### src/rtl/mdu_ctrl.sv
// Multiply/divide sequencer for the EXE stage: owns HI/LO, runs multi-cycle MULT and a
// restoring DIV, and commits results only when EXE retires the instruction.
module mdu_ctrl #(
    parameter int unsigned MUL_CYCLES = 2,
    parameter logic [31:0] RESET_HILO = 32'h0
) (
    input  logic        clk,
    input  logic        rst_n,
    input  logic        op_valid,
    input  logic [5:0]  md_op,
    input  logic [31:0] src0,
    input  logic [31:0] src1,
    input  logic        rd_req,
    input  logic        rd_hi,
    input  logic        exe_fire,
    input  logic        flush,
    output logic        md_ready,
    output logic        busy,
    output logic [31:0] rd_data,
    output logic [31:0] hi_out,
    output logic [31:0] lo_out
);

    localparam int unsigned CNT_W = ($clog2(MUL_CYCLES) > 5) ? $clog2(MUL_CYCLES) : 5;
    localparam logic [CNT_W-1:0] MUL_LAST = CNT_W'(MUL_CYCLES - 1);
    localparam logic [CNT_W-1:0] DIV_LAST = CNT_W'(31);

    typedef enum logic [2:0] {StIdle, StMul, StDiv, StFix, StDone} state_e;

    state_e            state_q, state_d;
    logic [CNT_W-1:0]  cnt_q;
    logic [31:0]       hi_q, lo_q;
    logic [31:0]       res_hi_q, res_lo_q;
    logic [31:0]       op_a_q;     // multiplicand, or dividend shifting into quotient
    logic [31:0]       op_b_q;     // multiplier, or divisor magnitude
    logic [31:0]       rem_q;
    logic              sgn_q;
    logic              neg_quo_q, neg_rem_q;

    logic              is_mul, is_div;
    logic [31:0]       abs_a, abs_b;
    logic signed [63:0] mul_a64, mul_b64, prod;
    logic [32:0]       rem_sh;
    logic              q_bit;
    logic [31:0]       rem_nxt;

    assign is_mul = md_op[5] | md_op[4];
    assign is_div = md_op[3] | md_op[2];

    assign abs_a = (md_op[3] & src0[31]) ? -src0 : src0;
    assign abs_b = (md_op[3] & src1[31]) ? -src1 : src1;

    // Sign-extend only for MULT; the low 64 bits of the product are exact either way.
    assign mul_a64 = {{32{sgn_q & op_a_q[31]}}, op_a_q};
    assign mul_b64 = {{32{sgn_q & op_b_q[31]}}, op_b_q};
    assign prod    = mul_a64 * mul_b64;

    // One restoring step; a zero divisor always "fits", giving Q=all ones and R=dividend.
    assign rem_sh  = {rem_q, op_a_q[31]};
    assign q_bit   = (rem_sh >= {1'b0, op_b_q});
    assign rem_nxt = q_bit ? 32'(rem_sh - {1'b0, op_b_q}) : rem_sh[31:0];

    always_ff @(posedge clk) begin
        if (!rst_n) begin
            state_q <= StIdle;
        end else begin
            state_q <= state_d;
        end
    end

    always_comb begin
        state_d = state_q;
        unique case (state_q)
            StIdle: begin
                if (op_valid && is_mul) begin
                    state_d = StMul;
                end else if (op_valid && is_div) begin
                    state_d = StDiv;
                end
            end
            StMul:  if (cnt_q == MUL_LAST) state_d = StDone;
            StDiv:  if (cnt_q == DIV_LAST) state_d = StFix;
            StFix:  state_d = StDone;
            StDone: if (exe_fire) state_d = StIdle;
            default: state_d = StIdle;
        endcase
        if (flush) begin
            state_d = StIdle;
        end
    end

    always_comb begin
        md_ready = 1'b0;
        busy     = 1'b1;
        unique case (state_q)
            StIdle: begin
                md_ready = ~(op_valid & (is_mul | is_div));
                busy     = 1'b0;
            end
            StDone:  md_ready = 1'b1;
            default: md_ready = 1'b0;
        endcase
    end

    always_ff @(posedge clk) begin
        if (!rst_n) begin
            cnt_q     <= '0;
            hi_q      <= RESET_HILO;
            lo_q      <= RESET_HILO;
            res_hi_q  <= '0;
            res_lo_q  <= '0;
            op_a_q    <= '0;
            op_b_q    <= '0;
            rem_q     <= '0;
            sgn_q     <= 1'b0;
            neg_quo_q <= 1'b0;
            neg_rem_q <= 1'b0;
        end else begin
            unique case (state_q)
                StIdle: begin
                    if (op_valid && !flush) begin
                        if (is_mul) begin
                            op_a_q <= src0;
                            op_b_q <= src1;
                            sgn_q  <= md_op[5];
                            cnt_q  <= '0;
                        end else if (is_div) begin
                            op_a_q    <= abs_a;
                            op_b_q    <= abs_b;
                            rem_q     <= '0;
                            neg_quo_q <= md_op[3] & (src0[31] ^ src1[31]);
                            neg_rem_q <= md_op[3] & src0[31];
                            cnt_q     <= '0;
                        end else if (exe_fire) begin
                            if (md_op[1]) hi_q <= src0;
                            if (md_op[0]) lo_q <= src0;
                        end
                    end
                end
                StMul: begin
                    cnt_q <= cnt_q + 1'b1;
                    if (cnt_q == MUL_LAST) begin
                        res_hi_q <= prod[63:32];
                        res_lo_q <= prod[31:0];
                    end
                end
                StDiv: begin
                    cnt_q  <= cnt_q + 1'b1;
                    rem_q  <= rem_nxt;
                    op_a_q <= {op_a_q[30:0], q_bit};
                end
                StFix: begin
                    res_lo_q <= neg_quo_q ? -op_a_q : op_a_q;
                    res_hi_q <= neg_rem_q ? -rem_q : rem_q;
                end
                StDone: begin
                    if (exe_fire && !flush) begin
                        hi_q <= res_hi_q;
                        lo_q <= res_lo_q;
                    end
                end
                default: cnt_q <= '0;
            endcase
        end
    end

    assign rd_data = rd_hi ? hi_q : lo_q;
    assign hi_out  = hi_q;
    assign lo_out  = lo_q;

    a_single_instr: assert property (@(posedge clk) disable iff (!rst_n) !(op_valid && rd_req))
        else $error("mdu_ctrl: op_valid and rd_req asserted together");
    a_onehot_op: assert property (@(posedge clk) disable iff (!rst_n) op_valid |-> $onehot(md_op))
        else $error("mdu_ctrl: md_op not one-hot while op_valid");

endmodule

### config.mk
export PLATFORM = sky130hd
export DESIGN_NAME = mdu_ctrl
export DESIGN_NICKNAME = d
export VERILOG_FILES = /design/src/rtl/mdu_ctrl.sv
export SDC_FILE = /design/constraint.sdc
export NUM_CORES = 2
export LEC_CHECK = 0
export CORE_MARGIN = 1
export CORE_UTILIZATION = 35
export CTS_CLUSTER_DIAMETER = 40
export DETAILED_ROUTE_END_ITERATION = 10
export DONT_BUFFER_PORTS = 1
export PLACE_DENSITY = 0.49
export SYNTH_ARGS = -nofsm -noshare
export SYNTH_HDL_FRONTEND = slang
export SYNTH_SLANG_ARGS = --single-unit
### constraint.sdc
create_clock -name clk -period 8.4 [get_ports clk]
set_input_delay 0.84 -clock clk [delete_from_list [all_inputs] [get_ports clk]]
set_output_delay 0.84 -clock clk [all_outputs]
set_load 0.02 [all_outputs]
== Word-level counts from Yosys, hierarchy flattened ==
Index checks and enable logic that the tools add are counted.

* Logic and storage cells: 122
* Flip-flop bits (word level): 235

* Bitwise operators: 14
* Multiply operators: 1
* $lt $le $gt $ge: 1
* Equal/unequal tests: 19
* $add $sub $neg: 6
* Mux-type cells: 46
* Reductions and logical operators: 23

{| class="wikitable"
|+ Operators by type and width
! kind !! count
|-
| $mux W32 || 28
|-
| $pmux W32 S2 || 6
|-
| $neg A32 Y32 || 4
|-
| $mul A33 B33 Y64 || 1
|-
| $ge A33 B32 Y1 || 1
|-
| $sub A32 B32 Y32 || 1
|-
| $ne A2 B2 Y1 const B || 11
|-
| $mux W3 || 5
|-
| $mux W5 || 3
|-
| $pmux W3 S5 || 1
|-
| $pmux W5 S3 || 1
|-
| $reduce_and A7 Y1 || 2
|-
| $reduce_and A3 Y1 || 4
|-
| $reduce_and A4 Y1 || 3
|-
| $reduce_bool A2 Y1 || 4
|-
| $and A1 B1 Y1 || 6
|-
| $eq A3 B2 Y1 const B || 2
|-
| $ne A3 B3 Y1 const B || 2
|-
| $reduce_or A2 Y1 || 3
|-
| $add A5 B1 Y5 const B || 1
|-
| $eq A5 B1 Y1 const B || 1
|-
| $eq A5 B5 Y1 const B || 1
|-
| $logic_and A1 B1 Y1 || 4
|-
| $not A1 Y1 || 4
|-
| other kinds (9) || 11
|}

== Depth between registers and ports, before layout ==
* Depth in word-level cells: 6
* Gate-level depth with buffers: 31
* Mapped depth without buffers: 28

== Least setup slack after synthesis ==
No wires, ideal clock.

* Kind: reg2reg
* Start point: register op_a_q[31]
* End point: register res_hi_q[28]
* Library setup time: 133 ps
* Data required time: 8267 ps
* Buffers on the path: 3
* Cell stages (with the launch flop): 27
* Setup slack: 471 ps
* Data arrival time: 7796 ps
* Cells stage by stage: dfxtp_1 clkbuf_1 clkbuf_1 and3_1 fa_1 fa_1 fa_1 fa_1 inv_1 fa_1 inv_1 fa_1 inv_1 fa_1 fa_1 inv_1 ha_1 clkbuf_1 nand3_1 or4_1 or2_1 o221ai_1 a2111o_1 a211oi_1 o21ai_1 xnor2_1 a21oi_1

* Word-level cells in the longest chain between the ends: 4

{| class="wikitable"
|+ Ends and longest elaborated chain
! element !! RTL line !! text
|-
| start, declared || 34 || <nowiki>logic [31:0] op_a_q;</nowiki>
|-
| start signal, assigned || 123 || <nowiki>op_a_q <= src0;</nowiki>
|-
| start signal, assigned || 128 || <nowiki>op_a_q <= abs_a;</nowiki>
|-
| start signal, assigned || 150 || <nowiki>op_a_q <= {op_a_q[30:0], q_bit};</nowiki>
|-
| $and A1 B1 Y1 || 54 || <nowiki>assign mul_a64 = {{32{sgn_q & op_a_q[31]}}, op_a_q};</nowiki>
|-
| $mul A33 B33 Y64 (*) || 56 || <nowiki>assign prod = mul_a64 * mul_b64;</nowiki>
|-
| $mux W32 (*) || 142 || <nowiki>if (cnt_q == MUL_LAST) begin</nowiki>
|-
| $pmux W32 S2 (*) || 119 || <nowiki>unique case (state_q)</nowiki>
|-
| end signal, assigned || 143 || <nowiki>res_hi_q <= prod[63:32];</nowiki>
|-
| end signal, assigned || 154 || <nowiki>res_hi_q <= neg_rem_q ? -rem_q : rem_q;</nowiki>
|-
| end, declared || 33 || <nowiki>logic [31:0] res_hi_q, res_lo_q;</nowiki>
|}

Every way passes the cells marked *; elsewhere a longest branch is shown, timed or not. The select of a mux whose other input is x is not followed.
A chain may end at the register's enable or synchronous reset.

== Worst setup path in the final report ==
* Start point: register op_b_q[26]
* End point: register res_hi_q[25]

* Word-level cells in the longest chain between the ends: 3

{| class="wikitable"
|+ Ends and longest elaborated chain
! element !! RTL line !! text
|-
| start, declared || 35 || <nowiki>logic [31:0] op_b_q;</nowiki>
|-
| start signal, assigned || 124 || <nowiki>op_b_q <= src1;</nowiki>
|-
| start signal, assigned || 129 || <nowiki>op_b_q <= abs_b;</nowiki>
|-
| $mul A33 B33 Y64 || 56 ||
|-
| $mux W32 || 142 ||
|-
| $pmux W32 S2 || 119 ||
|}

Every way passes these cells. The select of a mux whose other input is x is not followed.

==> flow_summary.rst <==
.. list-table::
   :header-rows: 1

   * - Metric
     - Value
   * - Status
     - complete, no violations
   * - Startpoint of the worst hold path
     - rst_n
   * - Total GRT Usage
     - 24.2%
   * - Synthesized flop and latch total
     - 235
   * - Number of antenna violations at the first check in global routing
     - 11
   * - Final setup fails
     - 0
   * - Worst ir drop on vdd
     - 0.142 mV
   * - Data arrival time at the worst-slack endpoint
     - 8.62 ns
   * - Count of flip-flops with a built-in enable after synthesis
     - 0
   * - Syn Std Cell Area
     - 52100 sq um
   * - First-pass detailed-route iteration total
     - 5
   * - Average cell area after synthesis
     - 8.61 sq um
   * - Total number of H-tree levels
     - 2
   * - Maximum number of pins on one net before global-route repair
     - 84
   * - Proportion of synthesized flip-flops having asynchronous set or reset
     - 0%
   * - Residual DRC
     - 0
   * - Max-cap violations
     - 0
   * - Via count
     - roughly 41000
   * - Worst-margin pin slew
     - 1.37 ns
   * - Master cell of the clock root buffer
     - sky130_fd_sc_hd__clkbuf_16
   * - Worst hold slack across all endpoints
     - 0.362 ns
   * - Sum of overflow across all layers after global routing
     - 0
   * - Std cell rows
     - 141
   * - Type of element launching the critical path
     - flip-flop
   * - Number of ports placed on the die boundary
     - 175
   * - Via count of the first global-routing pass
     - 43000
   * - Final clock period utilization by the worst path
     - 96.6%
   * - Dpl cells
     - 7899
   * - Hold buffers post-CTS
     - 0
   * - Power density normalized to cell area
     - approximately 110 nW/um^2
   * - Maximum clock skew at final layout
     - 0.0365 ns
   * - Number of buffers added by the clock tree synthesis step
     - 53
   * - Final hold violation count
     - 0
   * - DRT iter0 DRCs
     - 2654
   * - Number of buffers on the longest clock path
     - 3
   * - Standard cell with the maximum stage delay on the critical path
     - sky130_fd_sc_hd__fa_1
   * - Synthesized net count
     - 7502
   * - Clock-pin slew reported for the worst setup and hold paths after clock tree synthesis
     - 0.06 ns
   * - Most common cell after layout, fill and taps aside
     - sky130_fd_sc_hd__inv_1
   * - Worst-case headroom to the max-slew limit
     - 8.18%
   * - Layout Cells excl Fill
     - 8002
   * - Number of warnings issued by yosys
     - 0
   * - Fraction of layout cells with a size suffix above 1
     - 8.32%
   * - Utilization after layout
     - 39.3%
   * - Critical path capture point type
     - flip-flop
   * - Core outline area
     - 148000 sq um
   * - Count of nets after finishing
     - between 7000 and 8000
   * - Cell with the most instances on the worst path
     - sky130_fd_sc_hd__fa_1
   * - Insertion delay to the later sink of the worst-skew pair
     - just over 0.6 ns
   * - CTS tree
     - done
   * - Setup repair after global routing missed its margin
     - yes
   * - Wire length per cell after detailed routing
     - about 23 um
   * - Detailed Route WL
     - 180000 um
   * - Die outline height
     - between 300 and 400 um
   * - Delay of the slowest cell on the worst path
     - 0.58 ns
   * - Area growth from synthesis to final layout
     - 11.4%
   * - Die Outline Area
     - 150000 sq um
   * - Port Buffer Count
     - 0
   * - Detailed-route vias per instance
     - a little over 5
   * - Critical setup path kind
     - reg -> reg
   * - Crit Path Max Fanout
     - 24
   * - Most frequent cells in the layout
     - sky130_fd_sc_hd__inv_1 (1184), sky130_fd_sc_hd__fa_1 (1125), sky130_fd_sc_hd__nand2_1 (898), sky130_fd_sc_hd__nor2_1 (359), sky130_fd_sc_hd__and2_1 (325)
   * - First-pass GRT wire length
     - ~280000 um
   * - Leakage power
     - 0.0270 uW
   * - Part of the Yosys area used for sequential elements
     - 9.04%
   * - Final Critical Period
     - 8.11 ns
   * - Count of cell types in the netlist
     - 71
   * - Die width
     - between 300 and 400 um
   * - Post-synthesis cell count
     - 6047
   * - Launch point of the critical path
     - op_b_q[26]
   * - Count of antenna-violating nets left after detailed routing
     - 0
   * - Register-to-Register Setup Slack
     - 0.29 ns
   * - Final RePlAce weighted congestion
     - 0.929
   * - Dominant synthesized flop cell
     - sky130_fd_sc_hd__dfxtp_1
   * - Max Clock Freq
     - ~0.12 GHz
   * - CP Data Required Time
     - 8.91 ns
   * - Clk sinks
     - 235
   * - Fin. max-slew vios
     - 0
   * - Class of the most critical hold timing path
     - in -> reg
   * - Initial standard-cell utilization of the core
     - a little over a third
   * - HPWL Detailed
     - 149000 um
   * - R2R Path Start
     - op_b_q[26]
[through the flow]
step                cell area [sq um]  total power, uW  setup WS, ns  setup TNS (ns)
floorplan                       52100             3030         0.471               0
global placement                56000             4290        -0.158          -0.372
detailed placement              56000             4300        -0.170          -0.552
CTS                             57800             6440       0.00526               0
global route                    58000             6810       -0.0197         -0.0197
finish                          58000             6420         0.288               0
[Yosys cell counts, drive strengths merged (49+ instances only)]
| library cell | count | area share, % |
|---|---|---|
| nand2 | 900 | 6.5 |
| fa | 1126 | 43 |
| dfxtp | 235 | 9.0 |
| xor2 | 81 | 1.4 |
| a21oi | 228 | 2.2 |
| o21ai | 125 | 1.2 |
| inv | 1189 | 8.6 |
| ha | 252 | 6.1 |
| and2 | 328 | 3.9 |
| buf | 49 | 0.39 |
| a211oi | 164 | 2.4 |
| clkbuf | 332 | 2.4 |
| xnor2 | 135 | 2.3 |
| nor2 | 362 | 2.6 |
[path summary, 6_finish.rpt]
| kind | cells past startpoint | to |
|---|---|---|
| setup / recovery | 27 | res_hi_q[25] |
| hold / removal | 2 | res_hi_q[12] |
| setup reg to reg | 27 | res_hi_q[25] |
| hold reg to reg | 2 | neg_rem_q |
[cells by family after synthesis]
family	Yosys count	synth area share (%)
and+or+nand+nor	1825	15.9
adders and majority gates	1378	49.4
buffers and inverters	1571	11.4
AOI/OAI and AO/OA	756	9.39
muxes	66	1.35
xor gates and xnor gates	216	3.63
DFF	235	9.04
[critical path, delay by kind of cell, from the launching register on]
kind	cells	cell delay, ns
AND/OR/NAND/NOR	3	0.28
AO/OA/AOI/OAI	6	1.47
flip-flops	1	0.53
adder cells (fa/ha/maj)	9	4.30
XOR/XNOR	1	0.17
buffers and inverters	8	1.22
[timing repair]
action / CTS / global route
gates cloned: 0 / 1
resized for setup: 10 / 29
setup endpoints to repair: 7 / 15
pin swaps: 0 / 3
buffers inserted: 0 / 1
[layer usage]
metal	track usage, %	vias to the layer above	share of wire, %
li1	-	18400	-
met1	32.9	21400	43
met2	40.2	1076	47
met3	3.52	201	6.1
met4	6.43	12	2.9
met5	0	-	0.044
[report_power, final]
part           internal, uW  leakage [uW]  total [uW]  switching [uW]
registers              1150       0.00191        1240            84.6
logic                  1150        0.0242        3070            1910
clock network          1280      0.000881        2120             836
[flip-flops by register name (all words and copies together), names as in the netlist]
name and count:
cnt_q 5, hi_out 32, lo_out 32, neg_quo_q 1, neg_rem_q 1, op_a_q 32, op_b_q 32, rem_q 32
res_hi_q 32, res_lo_q 32, sgn_q 1, state_q 3
[final cells by class]
| class | count | area (sq um) |
|---|---|---|
| Antenna cell | 3 | 7.51 |
| Sequential cell | 235 | 4750 |
| Inverter | 1190 | 4480 |
| Clock inverter | 42 | 457 |
| Fill cell | 15200 | 89700 |
| Tap cell | 1930 | 2410 |
| Clock buffer | 56 | 1360 |
| Timing Repair Buffer | 305 | 2910 |
| Multi-Input combinational cell | 4241 | 41600 |
No activity file was read; power rests on OpenSTA's default activity.
